==> config.mk <==
export PLATFORM = sky130hd
export DESIGN_NAME = synth_spi_ctrl
export DESIGN_NICKNAME = d
export VERILOG_FILES = /design/src/rtl/synth_spi_ctrl.sv
export SDC_FILE = /design/constraint.sdc
export NUM_CORES = 1
export LEC_CHECK = 0
export CORE_MARGIN = 2
export CORE_UTILIZATION = 50
export CTS_CLUSTER_DIAMETER = 100
export DETAILED_ROUTE_END_ITERATION = 8
export HOLD_SLACK_MARGIN = 0.15
export PLACE_DENSITY = 0.85
export SYNTH_ARGS = -nofsm -noshare
export SYNTH_HDL_FRONTEND = slang
export SYNTH_SLANG_ARGS = --single-unit
export TNS_END_PERCENT = 50
==> constraint.sdc <==
create_clock -name clk -period 2.9 [get_ports clk]
set_input_delay 0.435 -clock clk [delete_from_list [all_inputs] [get_ports clk]]
set_output_delay 0.435 -clock clk [all_outputs]
set_load 0.01 [all_outputs]
==> src/rtl/synth_spi_ctrl.sv <==
// SPI-programmed synthesizer parameter bank plus debounced trigger (gate / note_on).
// Config writes land SYNC_STAGES cycles after nss rises; gate follows trig after SYNC_STAGES+DEBOUNCE_CYCLES-1 cycles.
module synth_spi_ctrl #(
  parameter int SYNC_STAGES     = 2,
  parameter int DEBOUNCE_CYCLES = 50000
) (
  input  logic        clk,
  input  logic        rstn,
  input  logic        spi_clk,
  input  logic        spi_mosi,
  input  logic        spi_nss,
  input  logic        trig,
  output logic [11:0] pitch,
  output logic [11:0] attack,
  output logic [11:0] decay,
  output logic [7:0]  sustain,
  output logic [11:0] release_val,
  output logic [1:0]  wave,
  output logic        mute,
  output logic        cfg_upd,
  output logic        frame_err,
  output logic        gate,
  output logic        note_on
);

  localparam int CW = (DEBOUNCE_CYCLES > 2) ? $clog2(DEBOUNCE_CYCLES) : 1;

  typedef enum logic {IDLE, SHIFT} state_t;

  logic [SYNC_STAGES-1:0] sclk_q, mosi_q, nss_q, trig_q;
  logic                   spi_clk_s, spi_mosi_s, spi_nss_s, trig_s;
  logic                   spi_clk_d, spi_nss_d;
  logic                   clk_rise, nss_fall, nss_rise;
  state_t                 state;
  logic [15:0]            shreg;
  logic [4:0]             bit_cnt;
  logic [CW-1:0]          db_cnt;

  assign spi_clk_s  = sclk_q[SYNC_STAGES-1];
  assign spi_mosi_s = mosi_q[SYNC_STAGES-1];
  assign spi_nss_s  = nss_q[SYNC_STAGES-1];
  assign trig_s     = trig_q[SYNC_STAGES-1];

  assign clk_rise = spi_clk_s & ~spi_clk_d;
  assign nss_fall = ~spi_nss_s & spi_nss_d;
  assign nss_rise = spi_nss_s & ~spi_nss_d;

  // nss chain resets low: a frame already in progress at reset release never shows a falling edge.
  always_ff @(posedge clk or negedge rstn) begin
    if (!rstn) begin
      sclk_q    <= '0;
      mosi_q    <= '0;
      nss_q     <= '0;
      trig_q    <= '0;
      spi_clk_d <= 1'b0;
      spi_nss_d <= 1'b0;
    end else begin
      sclk_q    <= {sclk_q[SYNC_STAGES-2:0], spi_clk};
      mosi_q    <= {mosi_q[SYNC_STAGES-2:0], spi_mosi};
      nss_q     <= {nss_q[SYNC_STAGES-2:0], spi_nss};
      trig_q    <= {trig_q[SYNC_STAGES-2:0], trig};
      spi_clk_d <= spi_clk_s;
      spi_nss_d <= spi_nss_s;
    end
  end

  always_ff @(posedge clk or negedge rstn) begin
    if (!rstn) begin
      state       <= IDLE;
      shreg       <= '0;
      bit_cnt     <= '0;
      pitch       <= 12'h100;
      attack      <= 12'h010;
      decay       <= 12'h010;
      sustain     <= 8'hC0;
      release_val <= 12'h008;
      wave        <= 2'd0;
      mute        <= 1'b0;
      cfg_upd     <= 1'b0;
      frame_err   <= 1'b0;
    end else begin
      cfg_upd   <= 1'b0;
      frame_err <= 1'b0;
      case (state)
        IDLE: begin
          if (nss_fall) begin
            state   <= SHIFT;
            bit_cnt <= '0;
          end
        end
        SHIFT: begin
          if (nss_rise) begin
            state <= IDLE;
            if (bit_cnt != 5'd16) begin
              frame_err <= 1'b1;
            end else if (shreg[15]) begin
              cfg_upd <= (shreg[14:12] <= 3'd5);
              case (shreg[14:12])
                3'd0:    pitch       <= shreg[11:0];
                3'd1:    attack      <= shreg[11:0];
                3'd2:    decay       <= shreg[11:0];
                3'd3:    sustain     <= shreg[7:0];
                3'd4:    release_val <= shreg[11:0];
                3'd5:    {mute, wave} <= shreg[2:0];
                default: ;
              endcase
            end
          end else if (clk_rise) begin
            shreg <= {shreg[14:0], spi_mosi_s};
            if (bit_cnt != 5'd17) bit_cnt <= bit_cnt + 5'd1;
          end
        end
        default: state <= IDLE;
      endcase
    end
  end

  always_ff @(posedge clk or negedge rstn) begin
    if (!rstn) begin
      db_cnt  <= '0;
      gate    <= 1'b0;
      note_on <= 1'b0;
    end else begin
      note_on <= 1'b0;
      if (trig_s == gate) begin
        db_cnt <= '0;
      end else if (db_cnt == CW'(DEBOUNCE_CYCLES - 1)) begin
        db_cnt  <= '0;
        gate    <= trig_s;
        note_on <= trig_s;
      end else begin
        db_cnt <= db_cnt + 1'b1;
      end
    end
  end

endmodule

==> reports/results.txt, run 1 <==
final net count -> 395
FF+latch count, synth -> 111
Final setup viols -> 0
core box area -> 0.00868 sq mm
CP max FO -> 12
gr ovfl total -> 0
critical path data required time -> 3.16 ns
Rows -> 34
Synth area leaders -> dfrtp_1, mux2_2, dfstp_2
Max-Cap Viols -> 0
share of flip-flops with an asynchronous set or reset -> 1.00
CTS resizes -> 0
post-synthesis sequential area ratio -> 0.626
worst min-delay path class -> reg -> reg
post-synthesis mux area share -> 0.203
cell taking the most area after synthesis -> dfrtp_1
first-pass GRT wire length -> 14,700 microns
share of cells above drive strength 1 -> 0.282
syn_area_per_cell -> 14.3 sq um
Routed WL per cell -> 17.4 microns
Worst Path Arrival -> 2.54 ns
largest net degree at the start of global routing -> 63
DRC viols -> 0
Leak -> 0.00253 uW
Synth Area in Adders -> 0.0135
worst hold path depth -> 0
Clock Tree Buf Depth -> 2
first-pass detailed-route iteration total -> 4
clk sinks -> 111
worst vdd ir -> 0.250 mV
1st-iter DRT viols -> 94
synth cell count leaders -> dfrtp_1, mux2_2, nor2_1
TritonCTS buffer count -> 9
share of the synthesized area in the top cell type -> 0.591
# fillers -> 689
fin crit share -> 0.788
vias -> 2,713
Die ar. -> 0.00967 sq mm
status -> finished clean
Net Count, Synth -> 320
Least-Margin Pin Slew -> 0.736 ns
clock period minus worst slack -> 2.29 ns
post-synth cell types -> 39
hpwl dp -> 5940 microns
largest family of logic cells by synthesized area -> multiplexers
GRT Total Usage -> 0.192
Final Hold Vio Count -> 0
Pins Over Slew Limit -> 0
Post-Syn Instances -> 310
CP startpoint kind -> register
Pwr per Cell Area -> 499 mW/mm^2
FMAX -> 437 MHz
R2R cell count -> 6
CTS tree -> done
Clk pin slew, worst setup/hold paths -> 0.10 ns
gp weighted congestion -> 0.791
RSZ-0062 raised after global routing -> no
initial antenna violation count -> 0
crit path kind -> reg -> reg
Setup TNS -> 0 ns
clk_lat worst skew -> 0.38 ns
H-tree depth -> 3
Simple-Gate Fraction of Synth Area -> 0.0903
# IOs -> 69
Post-Synth XOR/XNOR Area -> 0.0315
Via-to-Cell Ratio -> 5.45
complex-gate fraction of the synthesized area -> 0.0166
Area growth, synth to finish -> 23.1%
routed wire length -> 8650 microns
Ant. Diodes -> 0
number of synthesized flops with an enable pin -> 0
PortBufs -> 68
Mapped Area -> 0.00445 sq mm
critical path endpoint category -> register
most numerous cell in the Yosys netlist -> dfrtp_1
vias in the first global route -> 2,751
clk_skew -> 0.0139 ns
Final Hold Slack -> 0.359 ns
Worst slew margin -> 0.508
Root Buffer -> clkbuf_8
Synth Flop Type -> dfrtp_1
chip width -> 98.3 microns
Initial Util -> 0.513
Yosys warnings -> 0
Die Ht -> 98.3 microns
final antenna-violating net count -> 0
## routing by layer
layer,part of all wire,vias up,GRT usage
met4,0.0091,0,0.0421
met1,0.44,1401,0.262
met5,0,-,0
li1,-,1237,-
met3,0.051,7,0.0537
met2,0.50,68,0.313
## stage by stage
stage / total power (uW) / worst slack [ns] / area, sq um / util / cells
floorplan: 1780 / 0.837 / 4450 / - / 310
global route: 2850 / 0.449 / 5480 / 0.631 / 498
CTS: 2760 / 0.607 / 5480 / 0.631 / 498
global placement: 1860 / 0.682 / 5280 / 0.608 / 481
detailed placement: 1880 / 0.619 / 5280 / 0.608 / 481
finish: 2730 / 0.614 / 5480 / 0.631 / 498
## final cells by class
type                            count  area (sq um)  share of cell area
Clock inverter                      6          51.3             0.00937
Multi-Input combinational cell    180          1600               0.291
Clock buffer                       10           138              0.0251
Tap cell                          108           135              0.0247
Inverter                            9          33.8             0.00617
Timing Repair Buffer               74           738               0.135
Sequential cell                   111          2790               0.509
## layout by cell type (no fill, tap or decap), types with 2 or more instances in the layout
cell             count
dfrtp_1            105
mux2_2              67
clkdlybuf4s50_1     67
nor2_1              24
xnor2_1             14
mux2_4              10
clkbuf_8            10
inv_1                9
nand3_1              9
nand2_1              7
dfstp_2              6
nor3_1               5
buf_4                5
nand4_1              4
nor4_1               4
ha_1                 4
a21oi_1              3
o21ai_0              3
nor4b_1              2
xor2_1               2
nand2b_1             2
a22o_1               2
nand4b_1             2
inv_6                2
clkinv_4             2
## worst max-delay path, stage by stage (launching register included)
cell and delay, ns:
dfrtp_1 0.44, inv_1 0.08, ha_1 0.13, and4bb_1 0.25, and4_1 0.25, nand3_1 0.54
mux2_2 0.49
## logic make-up (layout without fill, tap and decap cells)
logic type,count (synthesis),after routing
DFF,111,111
muxes,77,77
and+or+nand+nor,71,71
buffers and inverters,19,99
xor gates and xnor gates,16,16
AOI/OAI and AO/OA,11,11
adders and majority gates,5,5
## registers in the layout (all words and copies together) (netlist names), 2 cells and up
register / cells
bit_cnt: 5
release_val: 12
mosi_q: 2
nss_q: 2
shreg: 16
sustain: 8
pitch: 12
db_cnt: 16
wave: 2
decay: 12
attack: 12
sclk_q: 2
trig_q: 2
## what timing repair did
| action | CTS | global route |
|---|---|---|
| buffers inserted | 0 | 0 |
| hold buffers | 1 | 0 |
| endpoints found under the hold margin | 44 | 0 |
## worst paths after layout
| path | endpoint | startpoint | slack [ns] |
|---|---|---|---|
| hold / removal | trig_q[1] | trig_q[0] | 0.36 |
| setup reg to reg | decay[10] | bit_cnt[0] | 0.61 |
| hold reg to reg | trig_q[1] | trig_q[0] | 0.36 |
| max in group asynchronous | sustain[7] | rstn | 1.48 |
| min in group asynchronous | release_val[0] | rstn | 0.61 |
| setup / recovery | decay[10] | bit_cnt[0] | 0.61 |
## power breakdown
part / internal, uW / switching [uW] / total (uW) / leakage [uW]
combinational: 68.4 / 66.9 / 135 / 0.000941
clock: 350 / 537 / 887 / 0.0000992
sequential: 1610 / 105 / 1710 / 0.00149
Note: power is estimated with default switching activity, not from simulation.
==> inputs of run 2 (changes only) <==
- clock period: 2.9 -> 2.2 ns (I/O delays scaled with it)
==> run 2 against run 1 <==
  * Die area is the same
  * Routed wire length shrank 1.8%
  * Combinational power grew 52%
==> reports/results.txt, run 2 (same netlist as run 1, synthesis figures left out) <==
status -> finished clean
final net count -> 406
clock power share -> 0.313
Ant. Diodes -> 0
GRT Total Usage -> 0.183
fin cells -> 509
Leak -> 0.00257 uW
Die ar. -> 0.00967 sq mm
Clock Tree Buf Depth -> 2
hold path startpoint -> sclk_q[0]
# IOs -> 69
Cell Int Power -> 2670 uW
biggest regs -> db_cnt x16, shreg x16
gr ovfl total -> 0
PortBufs -> 68
final antenna-violating net count -> 0
post-placement cell count -> 488
1st-iter DRT viols -> 69
Switching Share -> 0.249
CTS tree -> done
Via-to-Cell Ratio -> 5.36
TritonCTS buffer count -> 9
crit path kind -> reg -> reg
share of cells above drive strength 1 -> 0.302
first-pass detailed-route iteration total -> 4
Pwr per Cell Area -> 639 mW/mm^2
critical path data required time -> 2.45 ns
Area growth, synth to finish -> 25.2%
placed cell areas -> 0.00533 sq mm
Final Hold Vio Count -> 0
CP max FO -> 6
most frequent cells in the layout -> dfrtp_1, mux2_2, clkdlybuf4s50_1
Max-Cap Viols -> 0
fin crit share -> 0.955
clk_lat worst skew -> 0.36 ns
reg-to-reg critical path startpoint -> bit_cnt[1]
vias in the first global route -> 2,706
CP max stage delay -> 0.64 ns
R2R Path End -> attack[2]
worst min-delay path class -> reg -> reg
CP startpoint kind -> register
largest net degree at the start of global routing -> 49
P_sw -> 885 uW
Design Area, Final -> 0.00557 sq mm
Rows -> 34
FMAX -> 476 MHz
Worst slew margin -> 0.595
CP Cell Sequence -> inv_1 > ha_1 > and4bb_2 > nand4_4 > or4b_4 > mux2_4
Comb power frac -> 0.058
clk_skew -> 0.0114 ns
first-pass GRT wire length -> 14,100 microns
H-tree depth -> 3
worst hold path depth -> 0
critical path endpoint category -> register
vias -> 2,726
gp weighted congestion -> 0.820
Clk pin slew, worst setup/hold paths -> 0.09 ns
core box area -> 0.00868 sq mm
Worst Path Arrival -> 2.35 ns
initial antenna violation count -> 0
DRC viols -> 0
Reg2Reg Setup Slack -> 0.1 ns
hpwl dp -> 5930 microns
clk sinks -> 111
Routed WL per cell -> 16.7 microns
Least-Margin Pin Slew -> 0.600 ns
Seq pwr share -> 0.629
routed wire length -> 8490 microns
R2R cell count -> 6
Root Buffer -> clkbuf_8
Die Ht -> 98.3 microns
Final setup viols -> 0
Final Hold Slack -> 0.357 ns
slowest CP cell -> or4b_4
Pins Over Slew Limit -> 0
clock period minus worst slack -> 2.10 ns
Setup TNS -> 0 ns
Initial Util -> 0.513
most common cell after layout, fill and taps aside -> dfrtp_1
Worst Hold Path EP -> sclk_q[1]
chip width -> 98.3 microns
worst vdd ir -> 0.303 mV
run 2: timing repair:
item / 4_1_cts / 5_1_grt
endpoints found under the hold margin: 42 / 0
endpoints found under the setup margin: 0 / 29
setup buffers: 0 / 3
hold buffers: 1 / 0
gates resized for setup: 0 / 3
run 2: through the flow:
step	total power, uW	util	worst slack [ns]
final	3560	0.642	0.0996
after CTS	3600	0.637	0.0114
after detailed placement	2480	0.614	0.0280
after global placement	2470	0.614	0.0935
after global routing	3740	0.642	-0.00505
after floorplan	2340	-	0.137
run 2: layout make-up:
type	count	area [sq um]
Multi-Input combinational cell	181	1620
Clock buffer	11	141
Clock inverter	5	42.5
Inverter	9	33.8
Tap cell	108	135
Sequential cell	111	2790
Fill cell	627	3110
Timing Repair Buffer	84	813
run 2: worst max-delay path: cells and delay by family (launching register included):
family / cells / cell delay [ns]
buffers and inverters: 1 / 0.07
and+or+nand+nor: 3 / 1.06
adders and majority gates: 1 / 0.14
DFF: 1 / 0.39
muxes: 1 / 0.33
run 2: metal layers:
metal  vias to the layer above  track usage  part of all wire
li1                       1269            -                 -
met1                      1385        0.250              0.43
met2                        65        0.298              0.51
met3                         7       0.0465             0.052
met4                         0       0.0464            0.0066
met5                         -            0                 0
run 2: worst max-delay path by stage:
stage	start	endpoint	slack (ns)	cells after the start
global route	bit_cnt[1]	release_val[2]	-0.005	7
CTS	bit_cnt[1]	attack[2]	0.01	6
finish	bit_cnt[1]	attack[2]	0.1	6
global placement	bit_cnt[1]	attack[3]	0.09	6
floorplan	bit_cnt[0]	attack[10]	0.14	7
detailed placement	bit_cnt[1]	attack[6]	0.03	6
run 2: power groups by stage:
stage	clock network (uW)	logic [uW]	registers, uW
finish	1110	205	2240
global route	1250	232	2260
CTS	1150	206	2240
detailed placement	0	203	2280
global placement	0	193	2270
floorplan	0	111	2230
==> inputs of run 3 (changes only) <==
- GPL_TIMING_DRIVEN: not set -> 0
==> run 3 against run 2 <==
  * Final cell count unchanged
  * The run now ends with negative setup slack left
  * Global-route usage increased by 0.55 points
  * Core utilization grew 0.35 points
  * Critical endpoint is now attack[10]
  * Maximum frequency shrank 4.8%
  * Routed wire length rose by 1.1%
==> reports/results.txt, run 3 (same netlist as run 1, synthesis figures left out) <==
hpwl dp -> 5890 microns
slowest CP cell -> or4b_4
failing checks -> negative setup slack
status -> complete, but fails checks
Worst slew margin -> 0.601
CP startpoint kind -> register
Clk pin slew, worst setup/hold paths -> 0.11 ns
Pwr per Cell Area -> 648 mW/mm^2
CP max stage delay -> 0.57 ns
Final setup viols -> 1
gp weighted congestion -> 0.857
RSZ-0062 raised after global routing -> yes
Least-Margin Pin Slew -> 0.591 ns
Rows -> 34
vias in the first global route -> 2,738
placed cell areas -> 0.00529 sq mm
Comb power frac -> 0.055
critical path data required time -> 2.48 ns
Max-Cap Viols -> 0
H-tree depth -> 3
Leak -> 0.00258 uW
CP max FO -> 5
GRT Total Usage -> 0.189
Via-to-Cell Ratio -> 5.32
Die ar. -> 0.00967 sq mm
Die Ht -> 98.3 microns
Worst Path Arrival -> 2.48 ns
Initial Util -> 0.513
most common cell after layout, fill and taps aside -> dfrtp_1
TritonCTS buffer count -> 9
fin cells -> 509
biggest regs -> db_cnt x16, shreg x16
Area growth, synth to finish -> 25.9%
FMAX -> 453 MHz
P_sw -> 948 uW
Design Area, Final -> 0.00560 sq mm
final net count -> 406
worst vdd ir -> 0.313 mV
Final Core Density -> 0.645
CP Cell Sequence -> inv_2 > ha_4 > and4bb_2 > nand4_4 > or4b_4 > clkbuf_16 > mux2_4
clock power share -> 0.327
vias -> 2,708
Switching Share -> 0.261
clock period minus worst slack -> 2.21 ns
initial antenna violation count -> 0
post-placement cell count -> 487
Buf/Inv on CP -> 2
Clock Tree Buf Depth -> 2
# IOs -> 69
Root Buffer -> clkbuf_8
Final Hold Slack -> 0.356 ns
reg-to-reg critical path startpoint -> bit_cnt[1]
critical path endpoint category -> register
PortBufs -> 68
fin crit share -> 1.00
hold path startpoint -> nss_q[0]
CTS tree -> done
Routed WL per cell -> 16.9 microns
first-pass detailed-route iteration total -> 4
gr ovfl total -> 0
1st-iter DRT viols -> 109
most frequent cells in the layout -> dfrtp_1, mux2_2, clkdlybuf4s50_1
first-pass GRT wire length -> 14,400 microns
worst min-delay path class -> reg -> reg
routed wire length -> 8590 microns
crit path kind -> reg -> reg
Pins Over Slew Limit -> 0
clk sinks -> 111
clk_lat worst skew -> 0.38 ns
Cell Int Power -> 2680 uW
Final Hold Vio Count -> 0
DRC viols -> 0
total power -> 3630 uW
crit path launch -> bit_cnt[1]
chip width -> 98.3 microns
Ant. Diodes -> 0
Seq pwr share -> 0.618
largest net degree at the start of global routing -> 68
core box area -> 0.00868 sq mm
clk_skew -> 0.0219 ns
share of cells above drive strength 1 -> 0.299
final antenna-violating net count -> 0
Worst path top cell family by delay -> simple AND/OR/NAND/NOR gates
PnR worst setup slack -> -0.00567 ns
## run 3: changes by cell type in the layout (fill, tap and decap cells not counted), moves of 2 or more
cell,delta
inv_1,-2
clkinv_2,+2
inv_2,+2
buf_4,-9
clkbuf_1,+3
inv_6,+2
clkinv_4,-3
## run 3: power by group through the flow
stage          sequential [uW]  combinational [uW]  clock (uW)
5_1_grt                   2260                 231        1290
4_1_cts                   2240                 191        1210
3_3_place_gp              2270                 172           0
2_1_floorplan             2230                 111           0
6_report                  2240                 201        1190
3_5_place_dp              2280                 189           0
## run 3: layer usage
layer | GRT usage | vias to the layer above | part of all wire
li1 | - | 1259 | -
met1 | 0.263 | 1375 | 0.45
met2 | 0.297 | 61 | 0.49
met3 | 0.0458 | 13 | 0.043
met4 | 0.0580 | 0 | 0.016
met5 | 0 | - | 0
## run 3: worst register-to-register path: cells and delay by family, from the launching register on
kind | cells | cell delay, ns
flip-flops | 1 | 0.43
adder cells (fa/ha/maj) | 1 | 0.12
multiplexers | 1 | 0.30
AND/OR/NAND/NOR | 3 | 0.98
buffers and inverters | 2 | 0.30
## run 3: timing repair
item | CTS | global route
cloned | 0 | 1
buffers inserted | 1 | 3
pin swaps | 1 | 1
endpoints found under the setup margin | 35 | 36
hold buffers | 1 | 0
resized for setup | 9 | 6
endpoints found under the hold margin | 42 | 0
## run 3: through the flow
stage	setup TNS [ns]	setup WS, ns
after global placement	-349.62	-3.19
final	-0.00567	-0.00567
after detailed placement	-4.28	-0.221
after global routing	-0.845	-0.0711
after CTS	-0.0538	-0.0157
after floorplan	0	0.137
## run 3: final cells by class
class                           instances  area [sq um]
Buffer                                 10          67.6
Clock buffer                           10           138
Clock inverter                          6          52.6
Fill cell                             629          3080
Inverter                                9          33.8
Multi-Input combinational cell        180          1620
Sequential cell                       111          2790
Tap cell                              108           135
Timing Repair Buffer                   75           771
## run 3: final timing paths
check | endpoint | slack (ns) | depth (start not counted)
hold reg to reg | nss_q[1] | 0.36 | 0
max in group asynchronous | pitch[8] | 0.95 | 3
hold / removal | nss_q[1] | 0.36 | 0
setup reg to reg | attack[10] | -0.006 | 7
min in group asynchronous | release_val[0] | 0.48 | 2
setup / recovery | attack[10] | -0.006 | 7
